--- config.mk ---
export PLATFORM = sky130hd
export DESIGN_NAME = mux_rr_arbiter_flat
export DESIGN_NICKNAME = d
export VERILOG_FILES = /design/src/rtl/mux_rr_arbiter_if.sv /design/src/rtl/mux_rr_arbiter.sv /design/src/flat_wrapper.sv
export SDC_FILE = /design/constraint.sdc
export NUM_CORES = 1
export LEC_CHECK = 0
export BUFFER_PORTS_ARGS = -buffer_cell sky130_fd_sc_hd__buf_2
export CAP_MARGIN = 20
export CORE_ASPECT_RATIO = 1.1
export CORE_MARGIN = 2
export CORE_UTILIZATION = 40
export CTS_BUF_LIST = sky130_fd_sc_hd__clkbuf_16
export DETAILED_ROUTE_END_ITERATION = 8
export PLACE_DENSITY = 0.72
export SETUP_SLACK_MARGIN = 0.3
export SYNTH_ARGS = -nofsm -noshare
export SYNTH_HDL_FRONTEND = slang
export SYNTH_SLANG_ARGS = --single-unit
--- constraint.sdc ---
create_clock -name clk -period 3.13 [get_ports clk]
set_input_delay 0.626 -clock clk [delete_from_list [all_inputs] [get_ports clk]]
set_output_delay 0.626 -clock clk [all_outputs]
set_load 0.05 [all_outputs]
--- src/rtl/mux_rr_arbiter_if.sv ---
// Bus between the four sources / downstream consumer and the round-robin arbiter.
// master: the sources and consumer side; slave: the arbiter.
interface mux_rr_arbiter_if #(
    parameter int unsigned W = 2
) ();
    logic [3:0]     req;
    logic [4*W-1:0] x;
    logic           out_ready;
    logic [3:0]     gnt;
    logic [1:0]     sel;
    logic [W-1:0]   f;
    logic           f_valid;
    logic           busy;

    modport master (
        output req, x, out_ready,
        input  gnt, sel, f, f_valid, busy
    );

    modport slave (
        input  req, x, out_ready,
        output gnt, sel, f, f_valid, busy
    );
endinterface

--- src/rtl/mux_rr_arbiter.sv ---
// Round-robin arbiter in front of a 4:1 mux-with-default (default value 0).
// Grants one of four requesters, drives the shared output f from its data, and
// reports f_valid/busy. A grant is kept while the owner holds req; on release the
// next requester is picked on the same edge with no idle bubble.
// Optional feature macro: ARB_HOLD_LIMIT_EN -- rotate the grant after HOLD_MAX
// beats if another requester is pending.
module mux_rr_arbiter #(
    parameter int unsigned W        = 2,
    parameter int unsigned HOLD_MAX = 4
) (
    input  logic                clk,
    input  logic                rst,
    mux_rr_arbiter_if.slave     bus_io
);

    if (HOLD_MAX < 1) begin : g_bad_hold_max
        $error("HOLD_MAX must be at least 1");
    end

    typedef enum logic {
        StIdle,
        StGrant
    } state_e;

    state_e     state_q, state_d;
    logic [3:0] gnt_q,   gnt_d;
    logic [1:0] sel_q,   sel_d;
    logic [1:0] last_q,  last_d;

    logic [2:0] pick;  // {found, index}
    logic       take;

`ifdef ARB_HOLD_LIMIT_EN
    localparam int unsigned CntW = $clog2(HOLD_MAX + 1);
    localparam logic [CntW-1:0] LimitM1 = CntW'(HOLD_MAX - 1);
    localparam logic [CntW-1:0] LimitMax = CntW'(HOLD_MAX);

    logic [CntW-1:0] beat_cnt_q, beat_cnt_d;
    logic            beat;
`endif

    // First asserted request scanning last+1, last+2, ... (mod 4).
    function automatic logic [2:0] rr_pick(input logic [3:0] r, input logic [1:0] last);
        logic [1:0] idx;
        logic [2:0] res;
        res = 3'b000;
        for (int k = 1; k <= 4; k++) begin
            idx = last + 2'(k);
            if (r[idx] && !res[2]) begin
                res = {1'b1, idx};
            end
        end
        return res;
    endfunction

    // Next-state logic: grant selection, release handling and optional hold limit.
    always_comb begin
        state_d = state_q;
        gnt_d   = gnt_q;
        sel_d   = sel_q;
        last_d  = last_q;
        take    = 1'b0;
        // Masking the current owner makes this the "other requesters" pick in
        // StGrant; in StIdle gnt_q is zero so it is the plain pick.
        pick    = rr_pick(bus_io.req & ~gnt_q, last_q);
`ifdef ARB_HOLD_LIMIT_EN
        beat_cnt_d = beat_cnt_q;
        beat       = (state_q == StGrant) && bus_io.req[sel_q] && bus_io.out_ready;
`endif

        unique case (state_q)
            StIdle: begin
                take = pick[2];
            end
            StGrant: begin
                if (!bus_io.req[sel_q]) begin
                    take = pick[2];
                    if (!pick[2]) begin
                        state_d = StIdle;
                        gnt_d   = 4'b0000;
                    end
                end
`ifdef ARB_HOLD_LIMIT_EN
                else if (beat) begin
                    if (beat_cnt_q == LimitM1) begin
                        beat_cnt_d = '0;
                        take       = pick[2];
                    end else if (beat_cnt_q != LimitMax) begin
                        beat_cnt_d = beat_cnt_q + 1'b1;
                    end
                end
`endif
            end
            default: begin
                state_d = StIdle;
            end
        endcase

        if (take) begin
            state_d = StGrant;
            gnt_d   = 4'b0001 << pick[1:0];
            sel_d   = pick[1:0];
            last_d  = pick[1:0];
        end
`ifdef ARB_HOLD_LIMIT_EN
        if (take || state_d == StIdle) begin
            beat_cnt_d = '0;
        end
`endif
    end

    // State registers; last resets to 3 so source 0 has first priority.
    always_ff @(posedge clk or posedge rst) begin
        if (rst) begin
            state_q <= StIdle;
            gnt_q   <= 4'b0000;
            sel_q   <= 2'd0;
            last_q  <= 2'd3;
        end else begin
            state_q <= state_d;
            gnt_q   <= gnt_d;
            sel_q   <= sel_d;
            last_q  <= last_d;
        end
    end

`ifdef ARB_HOLD_LIMIT_EN
    // Beat counter for the current grant; cleared on every grant change.
    always_ff @(posedge clk or posedge rst) begin
        if (rst) begin
            beat_cnt_q <= '0;
        end else begin
            beat_cnt_q <= beat_cnt_d;
        end
    end
`endif

    // Shared datapath: 4:1 mux keyed by sel, default 0 when no grant is held.
    always_comb begin
        bus_io.f = '0;
        if (state_q == StGrant) begin
            unique case (sel_q)
                2'd0: bus_io.f = bus_io.x[W-1:0];
                2'd1: bus_io.f = bus_io.x[2*W-1:W];
                2'd2: bus_io.f = bus_io.x[3*W-1:2*W];
                2'd3: bus_io.f = bus_io.x[4*W-1:3*W];
                default: bus_io.f = '0;
            endcase
        end
    end

    assign bus_io.gnt     = gnt_q;
    assign bus_io.sel     = sel_q;
    assign bus_io.busy    = (state_q == StGrant);
    assign bus_io.f_valid = (state_q == StGrant) && bus_io.req[sel_q];

endmodule
--- src/flat_wrapper.sv ---
// flat-port wrapper written by rule: the top's interface ports become plain ports
module mux_rr_arbiter_flat 
#(
    parameter int unsigned W        = 2,
    parameter int unsigned HOLD_MAX = 4
)
  (clk, rst, bus_io_req, bus_io_x, bus_io_out_ready, bus_io_gnt, bus_io_sel, bus_io_f, bus_io_f_valid, bus_io_busy);
  mux_rr_arbiter_if #(.W(W)) bus_io_i ();
  input  logic clk;
  input  logic rst;
  input wire logic [$bits(bus_io_i.req)-1:0] bus_io_req;
  input wire logic [$bits(bus_io_i.x)-1:0] bus_io_x;
  input wire logic [$bits(bus_io_i.out_ready)-1:0] bus_io_out_ready;
  output wire logic [$bits(bus_io_i.gnt)-1:0] bus_io_gnt;
  output wire logic [$bits(bus_io_i.sel)-1:0] bus_io_sel;
  output wire logic [$bits(bus_io_i.f)-1:0] bus_io_f;
  output wire logic [$bits(bus_io_i.f_valid)-1:0] bus_io_f_valid;
  output wire logic [$bits(bus_io_i.busy)-1:0] bus_io_busy;
  assign bus_io_i.req = bus_io_req;
  assign bus_io_i.x = bus_io_x;
  assign bus_io_i.out_ready = bus_io_out_ready;
  assign bus_io_gnt = bus_io_i.gnt;
  assign bus_io_sel = bus_io_i.sel;
  assign bus_io_f = bus_io_i.f;
  assign bus_io_f_valid = bus_io_i.f_valid;
  assign bus_io_busy = bus_io_i.busy;
  mux_rr_arbiter #(.W(W), .HOLD_MAX(HOLD_MAX)) u_core (.clk(clk), .rst(rst), .bus_io(bus_io_i));
endmodule
Yosys cells after proc, flatten, opt, wreduce, memory -nomap -nowiden

Cells that the tools add are included.

Flip-flop bits (word level): 9
Input bits: 15
Output and inout bits: 10

$add $sub $neg: 3
$lt $le $gt $ge: 5
Eq/ne operators: 5
Shift-type cells: 1
Multiplexer cells: 26
Bitwise gates (word level): 3
Reductions and logical operators: 10

Operator list:

| kind                                                                         | count |
|---|---|
| 4-bit two-way mux                                                            | 4 |
| 2-bit by 3-bit less-than comparator with 1-bit output, second input constant | 5 |
| 3-bit two-way mux                                                            | 4 |
| 1-bit binary-select mux with 2-bit select                                    | 5 |
| 1-bit two-way mux                                                            | 10 |
| 2-bit one-hot mux with 4 select lines                                        | 1 |
| 2-bit adder, second input constant                                           | 2 |
| 4-bit AND                                                                    | 1 |
| 2-bit equality test, second input constant                                   | 2 |
| 1-bit logical AND                                                            | 4 |
| 4-bit NOT                                                                    | 1 |
| 1-bit by 2-bit << shifter with 4-bit output, first input constant            | 1 |
| 1-bit zero test                                                              | 3 |
| 3-bit AND reduction                                                          | 1 |
| 2-bit by 1-bit adder with 2-bit output, second input constant                | 1 |
| 2-bit by 1-bit equality test with 1-bit output, second input constant        | 1 |
| 2-bit zero test                                                              | 1 |
| 2-bit two-way mux                                                            | 1 |
| 2-bit by 1-bit inequality test with 1-bit output, second input constant      | 1 |
| 2-bit inequality test, second input constant                                 | 1 |
| 1-bit one-hot mux with 2 select lines                                        | 1 |
| 2-bit nonzero test                                                           | 1 |
| 1-bit NOT                                                                    | 1 |

Longest topological paths before layout

Gate-level depths: netlist (run 1).

Word-level depth: 18
Depth in mapped cells: 5

Worst setup path after synthesis (run 1)

OpenSTA, ideal clock, no wires.

Path kind: register -> output
Start: reg u_core.sel_q[0] (netlist: u_core.bus_io.sel[0])
End: out bus_io_f[0]
Arrival time: 1.585 ns
Data required time: 2.504 ns
Path slack: 0.919 ns
Stages on the path, launching flop included: 3
Buffers on the path: 0
Cell sequence: dfrtp_1 mux4_2 and2_1

Cells in the longest elaborated chain, start to end: 3

Ends and longest elaborated chain:

| item                                              | RTL line              | text |
|---|---|---|
| from (decl)                                       | mux_rr_arbiter.sv:27  | `logic [1:0] sel_q, sel_d;` |
| from (signal assigned)                            | mux_rr_arbiter.sv:122 | `sel_q <= sel_d;` |
| 2-bit equality test, or another cell as far along | mux_rr_arbiter.sv:142 | `unique case (sel_q)` |
| 2-bit one-hot mux with 4 select lines (*)         | mux_rr_arbiter.sv:142 |  |
| 2-bit two-way mux (*)                             | mux_rr_arbiter.sv:141 | `if (state_q == StGrant) begin` |
| to (decl)                                         | flat_wrapper.sv:16    | `output wire logic [$bits(bus_io_i.f)-1:0] bus_io_f;` |

Every way passes the cells marked *; elsewhere a longest branch is shown, timed or not.

Worst setup path after layout (run 1)

Same ends and word-level chain as after synthesis.

==> results.txt, run 1 <==
result of the run - completed
Overflow after GRT - 0
hpwl dp - 1.02 mm
post-synthesis net count - 67
ordered list of cells on the worst path - mux4_2, and2_1, buf_2
routed wire length - 1.28 mm
Buf/Inv on CP - 1
Post-Syn Area - 573 um2
share of synthesized flip-flops with an asynchronous set or reset - 100%
Synth cell types - 28
cell at the root of the clock tree - sky130_fd_sc_hd__clkbuf_16
Req. time, crit path - 2.50 ns
clock tree skew after final layout - 0.00319 ns
latest clock arrival within the worst-skew pair - 0.23 ns
count of flip-flops with a built-in enable after synthesis - 0
dpl cells - 91
clock-pin slew on the worst setup and hold paths - 0.04 ns
final RePlAce weighted congestion - 0.788
area share of the largest cell type after synthesis - 30.6%
first-pass iteration count of the detailed router - 4
share of the clock period used by the worst path - 69.9%
largest net degree at the start of global routing - 10
origin of the critical flop-to-flop path - u_core.last_q[1]
dominant register cell in the synthesized netlist - sky130_fd_sc_hd__dfrtp_1
most repeated cell in the gate-level netlist after synthesis - sky130_fd_sc_hd__dfrtp_1
Reg2Reg Setup Slack - 1.29 ns
footprint of the flip-flops and latches - 228 um2
number of nets in the layout - 95
effective utilization at floorplan - 42.5%
cell taking the most area after synthesis - sky130_fd_sc_hd__dfrtp_1
area inside the core boundary - 0.00135 mm2
initial antenna violation count - 0
Post-Route Utilization - 58.3%
number of synthesis warnings - 0
synthesized area per cell - 11.0 um2
CP arrival - 1.56 ns
Setup violations, final - 0
synthesis-to-layout area growth - 37.3%
top cells by area in the synthesized netlist - sky130_fd_sc_hd__dfrtp_1 31%, sky130_fd_sc_hd__dfstp_2 9.2%, sky130_fd_sc_hd__mux2i_1 8.7%
via count of the first global-routing pass - 492
kind of end point of the critical path - output port
worst setup slack before clock tree synthesis - 0.964 ns
clock buffers created by TritonCTS - 3
transition at the pin with the smallest max-transition slack - 0.834 ns
power per standard cell area - 1320 mW/mm2
Final Instance Count excl. Fillers - 95
TritonCTS clock tree - yes
endpoints failing hold - 0
number of cell instances on the worst register-to-register path - 4
first-pass GRT wire length - 2.12 mm
Max-Slew Margin vs Limit - 44.4%
count of pins on the block boundary - 25
count of max-cap constraint violations - 0
CTS sink cnt - 9
DIE WIDTH - 40.1 um
Vias/cell - 5.45
vertical extent of the die - 43.7 um
die area - 0.00175 mm2
FMAX - 457 MHz
count of filler cells inserted in the layout - 126
critical path start-end classification - reg2out
top post-synthesis cells by count - 7 x sky130_fd_sc_hd__dfrtp_1, 5 x sky130_fd_sc_hd__mux2i_1, 4 x sky130_fd_sc_hd__inv_1
wire length per cell - 13.5 um
kind of launch point of the worst setup path - register
number of pins exceeding their max-slew limit in the final report - 0
Antenna Cells - 0
1st-iter DRT viols - 8
floorplan row count - 14
Design Area, Final - 787 um2
worst path setup slack after routing - 0.941 ns
synthesis-stage register bit count - 9
reg-to-reg critical path endpoint - u_core.bus_io.gnt[0]
peak ir drop on the vdd network - 0.000774 V
class of the worst hold path - in2async
H-tree depth reported by CTS - 1
Overall Global Routing Usage - 18.0%
final period demand of the worst path - 2.19 ns
setup repair after global routing missed its margin - no
total of buffers placed on input and output ports - 23
sum of internal, switching and leakage power - 1.04 mW
max incr delay on CP - 0.52 ns
dominant delay contributor by cell family on the critical path - multiplexers
post-cts gate resize count - 0
critical path peak fanout - 6
layout cell share with drive strength beyond 1 - 41.8%
post-CTS setup buffers - 0
minimum hold slack - 0.341 ns
Seq/Total Area, Yosys - 39.7%
post-place instance area - 708 um2
final-layout setup total negative slack - 0 ns
total leakage power - 0.408 nW
Worst path slowest cell - sky130_fd_sc_hd__mux4_2
quantity of hold-fixing buffers added after cts - 0
count of vias placed by the detailed router - 518
gate count after technology mapping - 52
residual antenna-violating net count after detailed routing - 0
maximum number of buffers from clock root to sink - 2
count of unresolved DRC violations after routing - 0
area of combinational cells with multiple inputs - 330 um2
## kinds of logic after synthesis
kind of cell	Yosys count	share of synthesized area [%]
AO/OA/AOI/OAI	17	24.7
AND/OR/NAND/NOR	15	16.4
flip-flops	9	39.7
multiplexers	7	16.6
buffers and inverters	4	2.62
## flip-flops by register name (all words and copies together) (netlist names)
register and flops:
u_core.bus_io.gnt 4, u_core.bus_io.busy 1, u_core.last_q 2, u_core.bus_io.sel 2
## area by class of cell
| cell class | instances | share of cell area, % |
|---|---|---|
| Clock buffer | 3 | 9.54 |
| Timing Repair Buffer | 23 | 14.6 |
| Inverter | 4 | 1.91 |
| Tap cell | 16 | 2.54 |
| Sequential cell | 9 | 28.9 |
| Clock inverter | 1 | 0.477 |
| Multi-Input combinational cell | 39 | 42.0 |
## layout by cell type (no fill, tap or decap), types with 2 or more instances in the layout
| cell type | count |
|---|---|
| sky130_fd_sc_hd__buf_2 | 23 |
| sky130_fd_sc_hd__mux2i_1 | 5 |
| sky130_fd_sc_hd__inv_1 | 5 |
| sky130_fd_sc_hd__dfrtp_1 | 7 |
| sky130_fd_sc_hd__a22o_1 | 2 |
| sky130_fd_sc_hd__or2b_1 | 2 |
| sky130_fd_sc_hd__mux4_2 | 2 |
| sky130_fd_sc_hd__clkbuf_16 | 3 |
| sky130_fd_sc_hd__nand2b_1 | 3 |
| sky130_fd_sc_hd__dfstp_2 | 2 |
| sky130_fd_sc_hd__nand2_1 | 3 |
| sky130_fd_sc_hd__and2_1 | 2 |
| sky130_fd_sc_hd__o2bb2ai_1 | 3 |
## where the power goes
part           leakage (nW)  switching [mW]  internal, mW  total (mW)
Combinational         0.259           0.376         0.206       0.582
Clock                0.0423          0.0518         0.167       0.218
Sequential            0.107          0.0599         0.177       0.237
## worst max-delay path by stage
stage | from | to | slack, ns | cells after the start
6_report | u_core.bus_io.sel[0] | bus_io_f[0] | 0.94 | 3
5_1_grt | u_core.bus_io.sel[0] | bus_io_f[0] | 0.86 | 3
4_1_cts | u_core.bus_io.sel[0] | bus_io_f[0] | 0.92 | 3
3_5_place_dp | bus_io_x[6] | bus_io_f[0] | 0.96 | 4
3_3_place_gp | bus_io_x[6] | bus_io_f[0] | 0.98 | 4
2_1_floorplan | u_core.bus_io.sel[0] | bus_io_f[0] | 0.92 | 2
## per-layer routing
layer	wire length [um]	vias to the layer above	share of wire, %	track usage (%)
li1	-	255	-	-
met2	629	16	49	26.5
met1	557	243	43	23.7
met4	34	0	2.7	15.9
met5	0	-	0	0
met3	62	4	4.8	0
## worst register-to-register path: cells and delay by family, from the launching register on
kind               cells  cell delay, ns
DFF                    1            0.57
and+or+nand+nor        1            0.16
AOI/OAI and AO/OA      3            1.05
No activity file was read; power rests on OpenSTA's default activity.
==> run 2, diff against run 1 <==
==> constraint.sdc (replaced) <==
create_clock -name clk -period 2.3 [get_ports clk]
set_input_delay 0.46 -clock clk [delete_from_list [all_inputs] [get_ports clk]]
set_output_delay 0.46 -clock clk [all_outputs]
set_load 0.05 [all_outputs]
==> results.txt, run 2 (same netlist as run 1, synthesis figures left out) <==
result of the run - completed
relative contribution of combinational cells to total power - 57.1%
Max-Slew Margin vs Limit - 61.0%
Antenna Cells - 0
via count of the first global-routing pass - 506
Req. time, crit path - 1.84 ns
TritonCTS clock tree - yes
first-pass iteration count of the detailed router - 4
maximum number of buffers from clock root to sink - 2
post-CTS setup buffers - 0
wire length per cell - 13.8 um
residual antenna-violating net count after detailed routing - 0
most frequent cells in the layout - 21 x sky130_fd_sc_hd__buf_2, 6 x sky130_fd_sc_hd__dfrtp_1, 5 x sky130_fd_sc_hd__mux2i_1, 5 x sky130_fd_sc_hd__inv_1
number of nets in the layout - 96
die area - 0.00175 mm2
count of unresolved DRC violations after routing - 0
effective utilization at floorplan - 42.5%
number of cell instances on the worst register-to-register path - 4
minimum hold slack - 0.173 ns
total leakage power - 0.413 nW
worst setup slack before clock tree synthesis - 0.481 ns
Overall Global Routing Usage - 17.7%
reg-to-reg critical path endpoint - u_core.bus_io.gnt[0]
CTS sink cnt - 9
first-pass GRT wire length - 2.10 mm
final RePlAce weighted congestion - 0.829
internal power - 0.774 mW
class of the worst hold path - in2async
largest net degree at the start of global routing - 10
clock buffers created by TritonCTS - 3
clock-pin slew on the worst setup and hold paths - 0.04 ns
FMAX - 510 MHz
latest clock arrival within the worst-skew pair - 0.23 ns
most common cell after layout, fill and taps aside - sky130_fd_sc_hd__buf_2
setup repair after global routing missed its margin - yes
Design Area, Final - 801 um2
count of pins on the block boundary - 25
number of pins exceeding their max-slew limit in the final report - 0
kind of launch point of the worst setup path - register
cell at the root of the clock tree - sky130_fd_sc_hd__clkbuf_16
sum of internal, switching and leakage power - 1.44 mW
origin of the critical flop-to-flop path - u_core.last_q[1]
Final Instance Count excl. Fillers - 96
hpwl dp - 994 um
worst path setup slack after routing - 0.341 ns
count of max-cap constraint violations - 0
quantity of hold-fixing buffers added after cts - 0
area inside the core boundary - 0.00135 mm2
Reg2Reg Setup Slack - 0.71 ns
final period demand of the worst path - 1.96 ns
total of buffers placed on input and output ports - 23
critical path peak fanout - 6
Psw - 0.666 mW
Setup violations, final - 0
kind of end point of the critical path - output port
layout cell share with drive strength beyond 1 - 43.8%
part of the total power dissipated in sequential elements - 22.4%
initial antenna violation count - 0
Net Sw Frac - 46.3%
1st-iter DRT viols - 7
relative contribution of the clock network to total power - 20.5%
transition at the pin with the smallest max-transition slack - 0.580 ns
CP arrival - 1.50 ns
Post-Route Utilization - 59.4%
count of vias placed by the detailed router - 522
final-layout setup total negative slack - 0 ns
power per standard cell area - 1800 mW/mm2
synthesis-to-layout area growth - 39.7%
share of the clock period used by the worst path - 85.2%
critical path start-end classification - reg2out
peak ir drop on the vdd network - 0.00117 V
DIE WIDTH - 40.1 um
max reg flops - 4
vertical extent of the die - 43.7 um
routed wire length - 1.33 mm
H-tree depth reported by CTS - 1
Overflow after GRT - 0
floorplan row count - 14
Vias/cell - 5.44
post-place instance area - 717 um2
dpl cells - 92
endpoints failing hold - 0
clock tree skew after final layout - 0.000690 ns
## run 2: metal layers
layer  vias to the layer above  track usage (%)  share of wire [%]
li1                        257                -                  -
met1                       250             21.0                 42
met2                        10             28.4                 51
met3                         5             3.59                4.0
met4                         0             10.3                2.6
met5                         -                0                  0
## run 2: how the worst max path moves through the flow
| stage | from | end | slack [ns] | cells after the start |
|---|---|---|---|---|
| 2_1_floorplan | u_core.bus_io.sel[1] | bus_io_f_valid | 0.38 | 3 |
| 3_3_place_gp | bus_io_x[7] | bus_io_f[1] | 0.49 | 4 |
| 3_5_place_dp | bus_io_x[6] | bus_io_f[0] | 0.48 | 4 |
| 4_1_cts | u_core.bus_io.sel[0] | bus_io_f[0] | 0.33 | 3 |
| 5_1_grt | u_core.bus_io.sel[0] | bus_io_f[1] | 0.30 | 3 |
| 6_report | u_core.bus_io.sel[0] | bus_io_f[0] | 0.34 | 3 |
## run 2: power groups by stage
| stage | clock, mW | sequential [mW] | combinational (mW) |
|---|---|---|---|
| after floorplan | 0 | 0.464 | 0.484 |
| after global placement | 0 | 0.323 | 0.795 |
| after detailed placement | 0 | 0.324 | 0.800 |
| after CTS | 0.300 | 0.323 | 0.814 |
| after global routing | 0.313 | 0.336 | 0.868 |
| final | 0.295 | 0.323 | 0.823 |
## run 2: critical path: stages (launching register included)
cell and delay, ns:
sky130_fd_sc_hd__dfrtp_2 0.41, sky130_fd_sc_hd__mux4_2 0.49, sky130_fd_sc_hd__and2_1 0.16, sky130_fd_sc_hd__buf_2 0.20
## run 2: layout make-up
type | instances | area, um2
Tap cell | 16 | 20.0
Multi-Input combinational cell | 39 | 330
Timing Repair Buffer | 24 | 128
Clock inverter | 1 | 3.75
Sequential cell | 9 | 229
Inverter | 4 | 15.0
Fill cell | 125 | 548
Clock buffer | 3 | 75.1
## run 2: repair_timing
action / 4_1_cts / 5_1_grt
gates resized for setup: 0 / 3
hold endpoints to repair: 0 / 0
setup endpoints to repair: 0 / 2
==> run 3, diff against run 2 <==
--- a/config.mk
+++ b/config.mk
@@ -7,12 +7,11 @@
 export LEC_CHECK = 0
 export BUFFER_PORTS_ARGS = -buffer_cell sky130_fd_sc_hd__buf_2
 export CAP_MARGIN = 20
-export CORE_ASPECT_RATIO = 1.1
 export CORE_MARGIN = 2
-export CORE_UTILIZATION = 40
+export CORE_UTILIZATION = 44
 export CTS_BUF_LIST = sky130_fd_sc_hd__clkbuf_16
 export DETAILED_ROUTE_END_ITERATION = 8
-export PLACE_DENSITY = 0.72
+export PLACE_DENSITY = 0.78
 export SETUP_SLACK_MARGIN = 0.3
 export SYNTH_ARGS = -nofsm -noshare
 export SYNTH_HDL_FRONTEND = slang
==> results.txt, run 3 (same netlist as run 1, synthesis figures left out) <==
hpwl dp - 1.00 mm
TritonCTS clock tree - yes
footprint of the flip-flops and latches - 230 um2
dominant delay contributor by cell family on the critical path - multiplexers
effective utilization at floorplan - 45.8%
Buf/Inv on CP - 1
initial antenna violation count - 0
final RePlAce weighted congestion - 0.886
floorplan row count - 13
maximum number of buffers from clock root to sink - 2
largest net degree at the start of global routing - 10
clock tree skew after final layout - 0.00108 ns
endpoints failing hold - 0
first-pass iteration count of the detailed router - 5
logic depth of the worst setup path including buffers - 3
Design Area, Final - 802 um2
Vias/cell - 5.66
Overflow after GRT - 0
share of the clock period used by the worst path - 85.4%
max incr delay on CP - 0.50 ns
reg-to-reg critical path endpoint - u_core.bus_io.gnt[2]
1st-iter DRT viols - 4
residual antenna-violating net count after detailed routing - 0
clock-pin slew on the worst setup and hold paths - 0.04 ns
beginning of the critical path - u_core.bus_io.sel[0]
CP arrival - 1.50 ns
total leakage power - 0.412 nW
wire length per cell - 14.3 um
count of filler cells inserted in the layout - 102
first-pass GRT wire length - 2.20 mm
Antenna Cells - 0
origin of the critical flop-to-flop path - u_core.bus_io.gnt[3]
final-layout setup total negative slack - 0 ns
FMAX - 509 MHz
kind of end point of the critical path - output port
Overall Global Routing Usage - 21.4%
via count of the first global-routing pass - 519
most frequent cells in the layout - 22 x sky130_fd_sc_hd__buf_2, 5 x sky130_fd_sc_hd__mux2i_1, 5 x sky130_fd_sc_hd__inv_1, 5 x sky130_fd_sc_hd__dfrtp_1
count of max-cap constraint violations - 0
peak ir drop on the vdd network - 0.00119 V
class of the worst hold path - in2async
clock buffers created by TritonCTS - 3
cell at the root of the clock tree - sky130_fd_sc_hd__clkbuf_16
layout cell share with drive strength beyond 1 - 45.0%
H-tree depth reported by CTS - 1
routed wire length - 1.36 mm
number of nets in the layout - 96
Max-Slew Margin vs Limit - 53.4%
Reg2Reg Setup Slack - 0.63 ns
number of cell instances on the worst register-to-register path - 4
termination of the worst setup path - bus_io_f[0]
die area - 0.00161 mm2
result of the run - completed
number of pins exceeding their max-slew limit in the final report - 0
latest clock arrival within the worst-skew pair - 0.23 ns
synthesis-to-layout area growth - 40.0%
critical path start-end classification - reg2out
area inside the core boundary - 0.00125 mm2
Req. time, crit path - 1.84 ns
max reg flops - 4
most common cell after layout, fill and taps aside - sky130_fd_sc_hd__buf_2
transition at the pin with the smallest max-transition slack - 0.693 ns
post-CTS setup buffers - 0
critical path peak fanout - 6
DIE WIDTH - 40.1 um
total of buffers placed on input and output ports - 23
Setup violations, final - 0
area of combinational cells with multiple inputs - 330 um2
setup repair after global routing missed its margin - no
post-place instance area - 716 um2
vertical extent of the die - 40.1 um
count of pins on the block boundary - 25
kind of launch point of the worst setup path - register
count of vias placed by the detailed router - 538
ordered list of cells on the worst path - mux4_2, and2_1, buf_2
count of unresolved DRC violations after routing - 0
final period demand of the worst path - 1.96 ns
Worst path slowest cell - sky130_fd_sc_hd__mux4_2
CTS sink cnt - 9
power per standard cell area - 1820 mW/mm2
-- run 3: cell count changes in the layout (fill, tap and decap cells not counted), sizes merged --
| cell | previous run | this run |
|---|---|---|
| buf | 23 | 24 |
| clkbuf | 4 | 3 |
-- run 3: metal layers --
metal / wire, um / global-route usage, % / vias up
met5: 0 / 0 / -
met4: 12 / 10.3 / 0
met3: 42 / 3.33 / 2
met2: 736 / 38.3 / 10
met1: 569 / 24.2 / 267
li1: - / - / 259
-- run 3: worst register-to-register path: cells and delay by family, from the launching register on --
kind,cells,cell delay (ns)
compound gates,2,0.89
flops,1,0.37
simple gates,2,0.34
-- run 3: repair_timing --
| item | CTS | global route |
|---|---|---|
| hold buffers | 0 | 0 |
| setup endpoints to repair | 0 | 2 |
| endpoints found under the hold margin | 0 | 0 |
| resized for setup | 0 | 4 |
-- run 3: cell type report --
cell class	count	area share (%)
inverter	4	1.87
tap	15	2.34
multi-input combinational	39	41.2
timing repair buffer	24	16.1
clock buffer	3	9.36
clock inverter	1	0.468
sequential	9	28.7
-- run 3: worst min-delay path by stage --
stage	start	to	slack [ns]	cells after the start
after floorplan	rst	u_core.bus_io.busy	0.29	1
after global placement	rst	u_core.bus_io.sel[1]	0.43	2
after detailed placement	rst	u_core.bus_io.sel[1]	0.43	2
after CTS	rst	u_core.bus_io.sel[1]	0.19	2
after global routing	rst	u_core.bus_io.sel[0]	0.23	2
final	rst	u_core.bus_io.gnt[3]	0.18	2
-- run 3: stage by stage --
stage / util (%) / total power [mW] / std cells / hold WS [ns] / worst slack, ns
2_1_floorplan: - / 0.947 / 52 / 0.286 / 0.378
3_3_place_gp: 57.1 / 1.12 / 91 / 0.427 / 0.485
3_5_place_dp: 57.1 / 1.13 / 91 / 0.432 / 0.461
4_1_cts: 63.4 / 1.45 / 95 / 0.187 / 0.314
5_1_grt: 64.0 / 1.54 / 95 / 0.228 / 0.302
6_report: 64.0 / 1.46 / 95 / 0.181 / 0.336
-- run 3: where the power goes --
group	switching [mW]	leakage, nW	internal [mW]
Sequential	0.0814	0.104	0.244
Combinational	0.524	0.266	0.307
Clock	0.0732	0.0423	0.227
